<file path="config.mk">
export PLATFORM = sky130hd
export DESIGN_NAME = lcd_ctrl
export DESIGN_NICKNAME = d
export VERILOG_FILES = /design/src/rtl/lcd_ctrl_pkg.sv /design/src/rtl/lcd_timer.sv /design/src/rtl/lcd_ctrl.sv
export SDC_FILE = /design/constraint.sdc
export NUM_CORES = 1
export LEC_CHECK = 0
export ABC_AREA = 0
export CAP_MARGIN = 5
export CORE_ASPECT_RATIO = 0.5
export CORE_MARGIN = 2
export CORE_UTILIZATION = 39
export DETAILED_ROUTE_END_ITERATION = 8
export GPL_TIMING_DRIVEN = 0
export PLACE_DENSITY = 0.63
export SYNTH_ARGS = -nofsm -noshare
export SYNTH_HDL_FRONTEND = slang
export SYNTH_HIERARCHICAL = 1
export SYNTH_SLANG_ARGS = --single-unit
</file>
<file path="constraint.sdc">
create_clock -name clk -period 3.2 [get_ports clk]
set_input_delay 0.48 -clock clk [delete_from_list [all_inputs] [get_ports clk]]
set_output_delay 0.48 -clock clk [all_outputs]
set_load 0.03 [all_outputs]
</file>
<file path="src/rtl/lcd_ctrl_pkg.sv">
// Shared definitions for the HD44780-style LCD sequencer: register fields, FSM states,
// command codes and the power-on init ROM.
package lcd_ctrl_pkg;

  localparam int unsigned LcdOnBit  = 31;
  localparam int unsigned LcdGoBit  = 30;
  localparam int unsigned LcdRsBit  = 9;
  localparam int unsigned InitLen   = 6;

  localparam logic [7:0] CmdClear = 8'h01;
  localparam logic [7:0] CmdHome  = 8'h02;

  typedef enum logic [2:0] {
    StIdle,
    StSetup,
    StPulse,
    StHold,
    StExec,
    StPwrup,
    StInit
  } lcd_state_e;

  function automatic logic [7:0] init_rom(input logic [2:0] idx);
    logic [7:0] val;
    case (idx)
      3'd0, 3'd1, 3'd2: val = 8'h38;
      3'd3:             val = 8'h0C;
      3'd4:             val = CmdClear;
      3'd5:             val = 8'h06;
      default:          val = 8'h00;
    endcase
    return val;
  endfunction

  // Clear, home (and 0x03, which the panel also decodes as home) need the long wait.
  function automatic logic is_long_cmd(input logic rs, input logic [7:0] data);
    return !rs && (data == CmdClear || data == CmdHome || data == 8'h03);
  endfunction

  function automatic int unsigned max_u(input int unsigned a, input int unsigned b);
    return (a > b) ? a : b;
  endfunction

endpackage

</file>
<file path="src/rtl/lcd_timer.sv">
// Loadable down-counter shared by every timed LCD state; done while the count is zero.
module lcd_timer #(
  parameter int unsigned       Width  = 8,
  parameter logic [Width-1:0]  RstVal = '0
) (
  input  logic             clk,
  input  logic             rst_n,
  input  logic             load_i,
  input  logic [Width-1:0] load_val_i,
  output logic             done_o
);

  logic [Width-1:0] cnt_q;

  always_ff @(posedge clk or negedge rst_n) begin
    if (!rst_n) begin
      cnt_q <= RstVal;
    end else if (load_i) begin
      cnt_q <= load_val_i;
    end else if (cnt_q != '0) begin
      cnt_q <= cnt_q - 1'b1;
    end
  end

  assign done_o = (cnt_q == '0);

endmodule

</file>
<file path="src/rtl/lcd_ctrl.sv">
// Character LCD byte-write sequencer driven by a GO edge in the LSU LCD register.
// Define LCD_INIT_SEQ_EN to run the power-up wait and ROM init sequence after reset.
module lcd_ctrl
  import lcd_ctrl_pkg::*;
#(
  parameter int unsigned T_AS        = 2,
  parameter int unsigned T_PW        = 12,
  parameter int unsigned T_H         = 1,
  parameter int unsigned T_EXEC      = 1850,
  parameter int unsigned T_EXEC_LONG = 76000,
  parameter int unsigned T_PWRUP     = 750000
) (
  input  logic        clk,
  input  logic        rst_n,
  input  logic [31:0] lcd_reg_i,
  output logic        busy_o,
  output logic        ovf_o,
  output logic        lcd_on_o,
  output logic        lcd_rs_o,
  output logic        lcd_rw_o,
  output logic        lcd_en_o,
  output logic [7:0]  lcd_data_o
);

  localparam int unsigned MaxT = max_u(max_u(max_u(T_AS, T_PW), max_u(T_H, T_EXEC)),
                                       max_u(T_EXEC_LONG, T_PWRUP));
  localparam int unsigned CntW = (MaxT > 1) ? $clog2(MaxT) : 1;

  // Timer loads N-1 so each state lasts exactly N cycles.
  localparam logic [CntW-1:0] LdAs       = CntW'(T_AS - 1);
  localparam logic [CntW-1:0] LdPw       = CntW'(T_PW - 1);
  localparam logic [CntW-1:0] LdH        = CntW'(T_H - 1);
  localparam logic [CntW-1:0] LdExec     = CntW'(T_EXEC - 1);
  localparam logic [CntW-1:0] LdExecLong = CntW'(T_EXEC_LONG - 1);

`ifdef LCD_INIT_SEQ_EN
  localparam lcd_state_e      RstState = StPwrup;
  localparam logic            RstBusy  = 1'b1;
  localparam logic [CntW-1:0] TimerRst = CntW'(T_PWRUP - 1);
`else
  localparam lcd_state_e      RstState = StIdle;
  localparam logic            RstBusy  = 1'b0;
  localparam logic [CntW-1:0] TimerRst = '0;
`endif

  lcd_state_e      state_q, state_d;
  logic            rs_q, rs_d;
  logic [7:0]      data_q, data_d;
  logic            ovf_q, ovf_d;
  logic            go_q, on_q, busy_q, en_q;
  logic            go_edge, tmr_load, tmr_done;
  logic [CntW-1:0] tmr_val;
  logic            unused_reg;

`ifdef LCD_INIT_SEQ_EN
  logic       init_q, init_d;
  logic [2:0] idx_q, idx_d;
`endif

  assign go_edge    = lcd_reg_i[LcdGoBit] & ~go_q;
  assign unused_reg = ^{lcd_reg_i[29:10], lcd_reg_i[8]};

  lcd_timer #(
    .Width  (CntW),
    .RstVal (TimerRst)
  ) u_timer (
    .clk        (clk),
    .rst_n      (rst_n),
    .load_i     (tmr_load),
    .load_val_i (tmr_val),
    .done_o     (tmr_done)
  );

  always_comb begin
    state_d  = state_q;
    rs_d     = rs_q;
    data_d   = data_q;
    ovf_d    = ovf_q;
    tmr_load = 1'b0;
    tmr_val  = '0;
`ifdef LCD_INIT_SEQ_EN
    init_d   = init_q;
    idx_d    = idx_q;
`endif
    case (state_q)
      StIdle: begin
        if (go_edge) begin
          rs_d     = lcd_reg_i[LcdRsBit];
          data_d   = lcd_reg_i[7:0];
          state_d  = StSetup;
          tmr_load = 1'b1;
          tmr_val  = LdAs;
        end
      end
      StSetup: begin
        if (tmr_done) begin
          state_d  = StPulse;
          tmr_load = 1'b1;
          tmr_val  = LdPw;
        end
      end
      StPulse: begin
        if (tmr_done) begin
          state_d  = StHold;
          tmr_load = 1'b1;
          tmr_val  = LdH;
        end
      end
      StHold: begin
        if (tmr_done) begin
          state_d  = StExec;
          tmr_load = 1'b1;
          tmr_val  = is_long_cmd(rs_q, data_q) ? LdExecLong : LdExec;
        end
      end
      StExec: begin
        if (tmr_done) begin
          state_d = StIdle;
`ifdef LCD_INIT_SEQ_EN
          if (init_q) begin
            if (idx_q == 3'(InitLen - 1)) begin
              init_d = 1'b0;
            end else begin
              idx_d   = idx_q + 3'd1;
              state_d = StInit;
            end
          end
`endif
        end
      end
`ifdef LCD_INIT_SEQ_EN
      StPwrup: begin
        if (tmr_done) state_d = StInit;
      end
      StInit: begin
        rs_d     = 1'b0;
        data_d   = init_rom(idx_q);
        state_d  = StSetup;
        tmr_load = 1'b1;
        tmr_val  = LdAs;
      end
`endif
      default: state_d = StIdle;
    endcase
    if (go_edge && state_q != StIdle) ovf_d = 1'b1;
  end

  always_ff @(posedge clk or negedge rst_n) begin
    if (!rst_n) begin
      state_q <= RstState;
      rs_q    <= 1'b0;
      data_q  <= 8'h00;
      ovf_q   <= 1'b0;
      go_q    <= 1'b0;
      on_q    <= 1'b0;
      busy_q  <= RstBusy;
      en_q    <= 1'b0;
    end else begin
      state_q <= state_d;
      rs_q    <= rs_d;
      data_q  <= data_d;
      ovf_q   <= ovf_d;
      go_q    <= lcd_reg_i[LcdGoBit];
      on_q    <= lcd_reg_i[LcdOnBit];
      busy_q  <= (state_d != StIdle);
      en_q    <= (state_d == StPulse);
    end
  end

`ifdef LCD_INIT_SEQ_EN
  always_ff @(posedge clk or negedge rst_n) begin
    if (!rst_n) begin
      init_q <= 1'b1;
      idx_q  <= 3'd0;
    end else begin
      init_q <= init_d;
      idx_q  <= idx_d;
    end
  end
`endif

  assign busy_o     = busy_q;
  assign ovf_o      = ovf_q;
  assign lcd_on_o   = on_q;
  assign lcd_rs_o   = rs_q;
  assign lcd_rw_o   = 1'b0;
  assign lcd_en_o   = en_q;
  assign lcd_data_o = data_q;

endmodule

</file>
==> After elaboration in Yosys (flattened, before gate mapping) <==
Cells that the tools add are included.
{ "classes": {"n_shift": 0, "n_lt_le_gt_ge": 0, "n_reduce_logical": 13, "n_eq_ne": 8, "n_addsub": 1, "mux": 16, "multipliers": 0, "n_div": 0, "n_bitwise": 2} }
{ "ops": {"columns": ["operator", "count"], "rows": [
  ["$pmux 17 s3", 1],
  ["$mux 20", 2],
  ["$mux 17", 2],
  ["$logic_not 20->1", 1],
  ["$reduce_bool 20->1", 1],
  ["$sub 20x1->20 const B", 1],
  ["$eq 8x2->1 const B", 2],
  ["$mux 3", 5],
  ["$pmux 3 s5", 1],
  ["$eq 3x2->1 const B", 3],
  ["$eq 8x1->1 const B", 1],
  ["$reduce_bool 3->1", 2],
  ["$mux 4", 1],
  ["$eq 3x1->1 const B", 1],
  ["$eq 3x3->1 const B", 1],
  ["$logic_not 3->1", 1],
  ["$mux 1", 3],
  ["$reduce_or 3->1", 1],
  ["$logic_and 1x1->1", 2],
  ["$logic_or 1x1->1", 2],
  ["$pmux 1 s2", 1],
  ["$reduce_and 2->1", 1],
  ["$reduce_bool 2->1", 1],
  ["$and 1x1->1", 1],
  ["other kinds (2)", 2]
]} }
{ "word_totals": {"latchBits": 0, "mem_bits_ro": 0, "reg_bits": 37, "output_inout_bits": 14, "input_bits": 34, "memories": 0, "ram_bits": 0} }

==> Depth between registers and ports, before layout <==
{ "depth": {"depth_word": 8, "mapped_depth": 11, "mapped_depth_nobuf": 11} }

==> Cells and area by module <==
Netlist, hierarchy kept.
{ "by_module_without_submodules": {"columns": ["mod", "cells_per_inst", "instances", "area_each_um2"], "rows": [
  ["lcd_timer", 123, 1, 1202.4],
  ["lcd_ctrl", 59, 1, 745.7]
]} }

==> Least setup slack after synthesis <==
OpenSTA, ideal clock, no wires.
{ "synth_timing": {"path_type": "reg2reg", "startpoint": "reg u_timer.cnt_q[17]", "endpoint": "reg u_timer.cnt_q[3]", "arrival_time_ps": 2477, "setup_slack_ps": 598, "required_ps": 3075, "synth_period_minus_slack_ps": 2602, "stages_incl_launch_ff": 8, "cell_sequence": "dfrtp_1 > or3_1 > or4_4 > nor2_8 > nand2b_1 > o21ai_0 > clkbuf_1 > mux2_2"} }
{ "synth_via": {"elab_chain_cells": 4} }
{ "synth_rtl": {"columns": ["element", "line", "text"], "rows": [
  ["from (decl)", "lcd_timer.sv:13", "logic [Width-1:0] cnt_q;"],
  ["from (signal assigned)", "lcd_timer.sv:17", "cnt_q <= RstVal;"],
  ["from (signal assigned)", "lcd_timer.sv:19", "cnt_q <= load_val_i;"],
  ["from (signal assigned)", "lcd_timer.sv:21", "cnt_q <= cnt_q - 1'b1;"],
  ["$logic_not 20->1 (*)", "lcd_timer.sv:25", "assign done_o = (cnt_q == '0);"],
  ["named net tmr_done", "lcd_ctrl.sv:51", "logic go_edge, tmr_load, tmr_done;"],
  ["$mux 1 (*)", "lcd_ctrl.sv:96, lcd_ctrl.sv:103, lcd_ctrl.sv:110", null],
  ["$pmux 1 s2 (*)", "lcd_ctrl.sv:85", "case (state_q)"],
  ["named net tmr_load", "lcd_ctrl.sv:51", null],
  ["$mux 20 or $reduce_bool 2->1 (tied branches)", null, null]
]} }
Mark *: on every way through the listed nets, which the timed path passes. The rest lies on a longest branch.
A chain may end at the register's enable or synchronous reset.

==> Final worst setup path <==
Same ends and word-level chain as after synthesis.

==> flow_summary_export.csv <==
group,metric,value,unit
critical_path,start_kind,"flip-flop",
logic_synthesis,synth_compound_area_share,12.1,%
placed_design,dp_hpwl,2690,um
route,routed_wl,3810,um
global_routing,grt_max_degree,38,
finish,syn2layout_area_growth,24.4,%
logic_synthesis,synth_top_family_by_area,"simple AND/OR/NAND/NOR gates",
logic_synthesis,synth.distinct_cells,43,
logic_synthesis,synth_xor_xnor_area_share,7.19,%
placed_design,io_buffers,25,
run_status,outcome,"finished clean",
logic_synthesis,synth-async-reset-ratio,100,%
critical_path,r2r_setup_slack,0.22,ns
critical_path,worstSetupPathType,"reg -> reg",
pwr,intPower,960,uW
global_routing,first_global_vias,1294,
floorplan,dieWidth,104,um
logic_synthesis,ys_seq_area_share,47.5,%
global_routing,globalRouteOverflowTotal,0,
clock_tree,cts_tree,"done",
critical_path,critPathMaxFanout,15,
global_routing,grt_usage,14.7,%
finish,diodes,0,
logic_synthesis,synth.avg_cell_area,10.7,um2
clock_tree,cts_resized,0,
logic_synthesis,synth_ff_type,"dfrtp_1",
critical_path,reg2reg_depth,7,
clock_tree,root_buffer,"clkbuf_8",
clock_tree,cts_buffers,5,
clock_tree,ctsHoldBuffers,0,
logic_synthesis,synth-adder-area-share,1.28,%
floorplan,core-area,4860,um2
route,wl_per_cell,13.1,um
route,ant_nets,0,
clock_tree,path_clk_slew,0.07,ns
route,via_count,1392,
logic_synthesis,synth_simple_gate_area_share,19.7,%
floorplan,die_area,5610,um2
run,max_cap_viol_count,0,
logic_synthesis,syn_inst,182,
critical_path,crit_required,3.38,ns
pwr,pwr-share-comb,22.3,%
finish,drive_gt1_share,20.4,%
sta,fin_crit,2.98,ns
sta,worst_pin_slew,0.839,ns
pwr,power_density,559,nW/um2
floorplan,pin_count,48,
logic_synthesis,synth_edf_count,0,
sta,clock.fmax,0.335,GHz
sta,whs,0.286,ns
clock_tree,clock-sinks,37,
floorplan,die_y,54.0,um
critical_path,critPathCapture,"u_timer/cnt_q[3]",
route,drt_iter0_markers,85,
logic_synthesis,synth_mux_area_share,8.61,%
sta,finalCritPeriodShare,93.2,%
critical_path,arrival,3.16,ns
critical_path,r2r_end,"u_timer/cnt_q[3]",
global_routing,grt_pass1_wl,6290,um
sta,grt_setup_unrepaired,"false",
critical_path,crit_start,"u_timer/cnt_q[17]",
floorplan,row_count,18,
clock_tree,cts_setup_buffers,0,
route,via_per_inst,4.78,
clock_tree,clock_path_buffers,2,
global_routing,antenna_found_initial,0,
logic_synthesis,netlist_area,1950,um2
pwr,swShare,29.1,%
finish,final_nets,256,
pwr,power.switching,395,uW
sta,setup_violations,0,
critical_path,r2r-start,"u_timer/cnt_q[17]",
finish,final_util,49.8,%
critical_path,cp-end-kind,"flip-flop",
sta,finalClockSkew,0.00152,ns
route,firstDrtPassIters,4,
floorplan,initial_utilization,40.0,%
sta,finalHoldViolations,0,
sta,finalSetupTns,0,ns
hold_path,holdCritPathClass,"in -> async",
logic_synthesis,yosys_warnings,6,
pwr,clkPwrFrac,31.1,%
pwr,irDropWorstVdd,0.226,mV
clock_tree,h-tree-depth,2,
pwr,leakagePower,0.988,nW
route,drc_errors,0,
pwr,seqPwrFrac,46.6,%
logic_synthesis,ys_seq_elements,37,
sta,slew_headroom,44.0,%
placed_design,globalplace.congestion,0.732,
sta,slew_viol_final,0,
clock_tree,worstSkewPairLatency,0.29,ns
==> layout by cell type, fill, tap and decap left out, drive strengths merged, types with 5 or more instances in the layout <==
master	Yosys	routed
nand2b	5	5
xor2	7	7
dfrtp	37	37
nand2	25	25
mux2	12	12
clkbuf	4	10
o21ai	20	20
o31ai	6	6
clkdlybuf4s50	0	24
nor3	7	7
nor4	5	5
xnor2	9	9
buf	4	5
nor2	8	8
conb	1	7
==> synth_stat cells (3+ instances only) <==
| cell | instances | area share (%) |
|---|---|---|
| o21ai_2 | 9 | 4.0 |
| xnor2_1 | 9 | 4.0 |
| mux2_4 | 6 | 4.6 |
| mux2_2 | 6 | 3.5 |
| o31ai_1 | 5 | 1.9 |
| nor3_1 | 6 | 1.5 |
| o21ai_0 | 8 | 2.1 |
| nor2_1 | 7 | 1.3 |
| dfrtp_1 | 37 | 48 |
| a21oi_1 | 3 | 0.77 |
| inv_1 | 4 | 0.77 |
| nor4_1 | 4 | 1.3 |
| o21ai_1 | 3 | 0.77 |
| xor2_1 | 7 | 3.1 |
| clkbuf_1 | 4 | 0.77 |
| nand2_1 | 25 | 4.8 |
| nand2b_1 | 4 | 1.3 |
==> worst min-delay path by stage <==
stage                     slack [ns]  endpoint  start
final                           0.29  lcd_on_o  rst_n
after global routing            0.34      go_q  rst_n
after CTS                       0.31  lcd_on_o  rst_n
after detailed placement        0.46     ovf_o  ovf_o
after global placement          0.46     ovf_o  ovf_o
after floorplan                 0.18    busy_o  rst_n
==> power groups by stage <==
stage | registers (mW) | logic, mW | clock network, mW
finish | 0.631 | 0.303 | 0.421
global placement | 0.636 | 0.300 | 0
detailed placement | 0.638 | 0.305 | 0
floorplan | 0.640 | 0.208 | 0
global route | 0.643 | 0.343 | 0.457
CTS | 0.629 | 0.307 | 0.437
==> per-stage QoR <==
step,cell area [um2],setup WS [ns],cells,power (mW)
floorplan,1970,0.598,188,0.848
global placement,2310,0.230,283,0.936
detailed placement,2300,0.255,283,0.943
CTS,2420,0.231,291,1.37
global route,2420,0.0704,291,1.44
finish,2420,0.219,291,1.35
==> layer usage <==
| layer | global-route usage [%] | share of wire (%) | vias to the layer above |
|---|---|---|---|
| met5 | 0 | 0 | - |
| met4 | 6.76 | 1.1 | 0 |
| met3 | 3.27 | 2.5 | 6 |
| met2 | 24.2 | 47 | 18 |
| met1 | 19.2 | 50 | 663 |
| li1 | - | - | 705 |
==> cell families after synthesis <==
family | count (synthesis)
multiplexers | 13
adder cells (fa/ha/maj) | 2
buffers and inverters | 12
XOR/XNOR | 16
AND/OR/NAND/NOR | 67
AO/OA/AOI/OAI | 34
flip-flops | 37
other | 1
==> area by class of cell <==
type | count | area [um2]
fillers | 462 | 2440
multi-input cells | 139 | 980
flip-flops and latches | 37 | 926
repair buffers | 25 | 245
well taps | 70 | 87.6
clock buffers | 6 | 82.6
plain buffers | 8 | 50.0
clock inverters | 2 | 37.5
inverters | 4 | 15.0
==> registers in the layout (all words and copies together) (netlist names) <==
signal	count
state_q	3
go_q	1
lcd_rs_o	1
lcd_en_o	1
lcd_data_o	8
u_timer/cnt_q	20
busy_o	1
ovf_o	1
lcd_on_o	1
==> worst max-delay path, cell delays in order, from the launching register on <==
cell and delay (ns):
dfrtp_1 0.41, or3_1 0.42, or4_4 0.55, nor2_8 0.24, nand2b_1 0.08, o21ai_0 0.35, clkbuf_1 0.42, mux2_2 0.39
No activity file was read; power rests on OpenSTA's default activity.
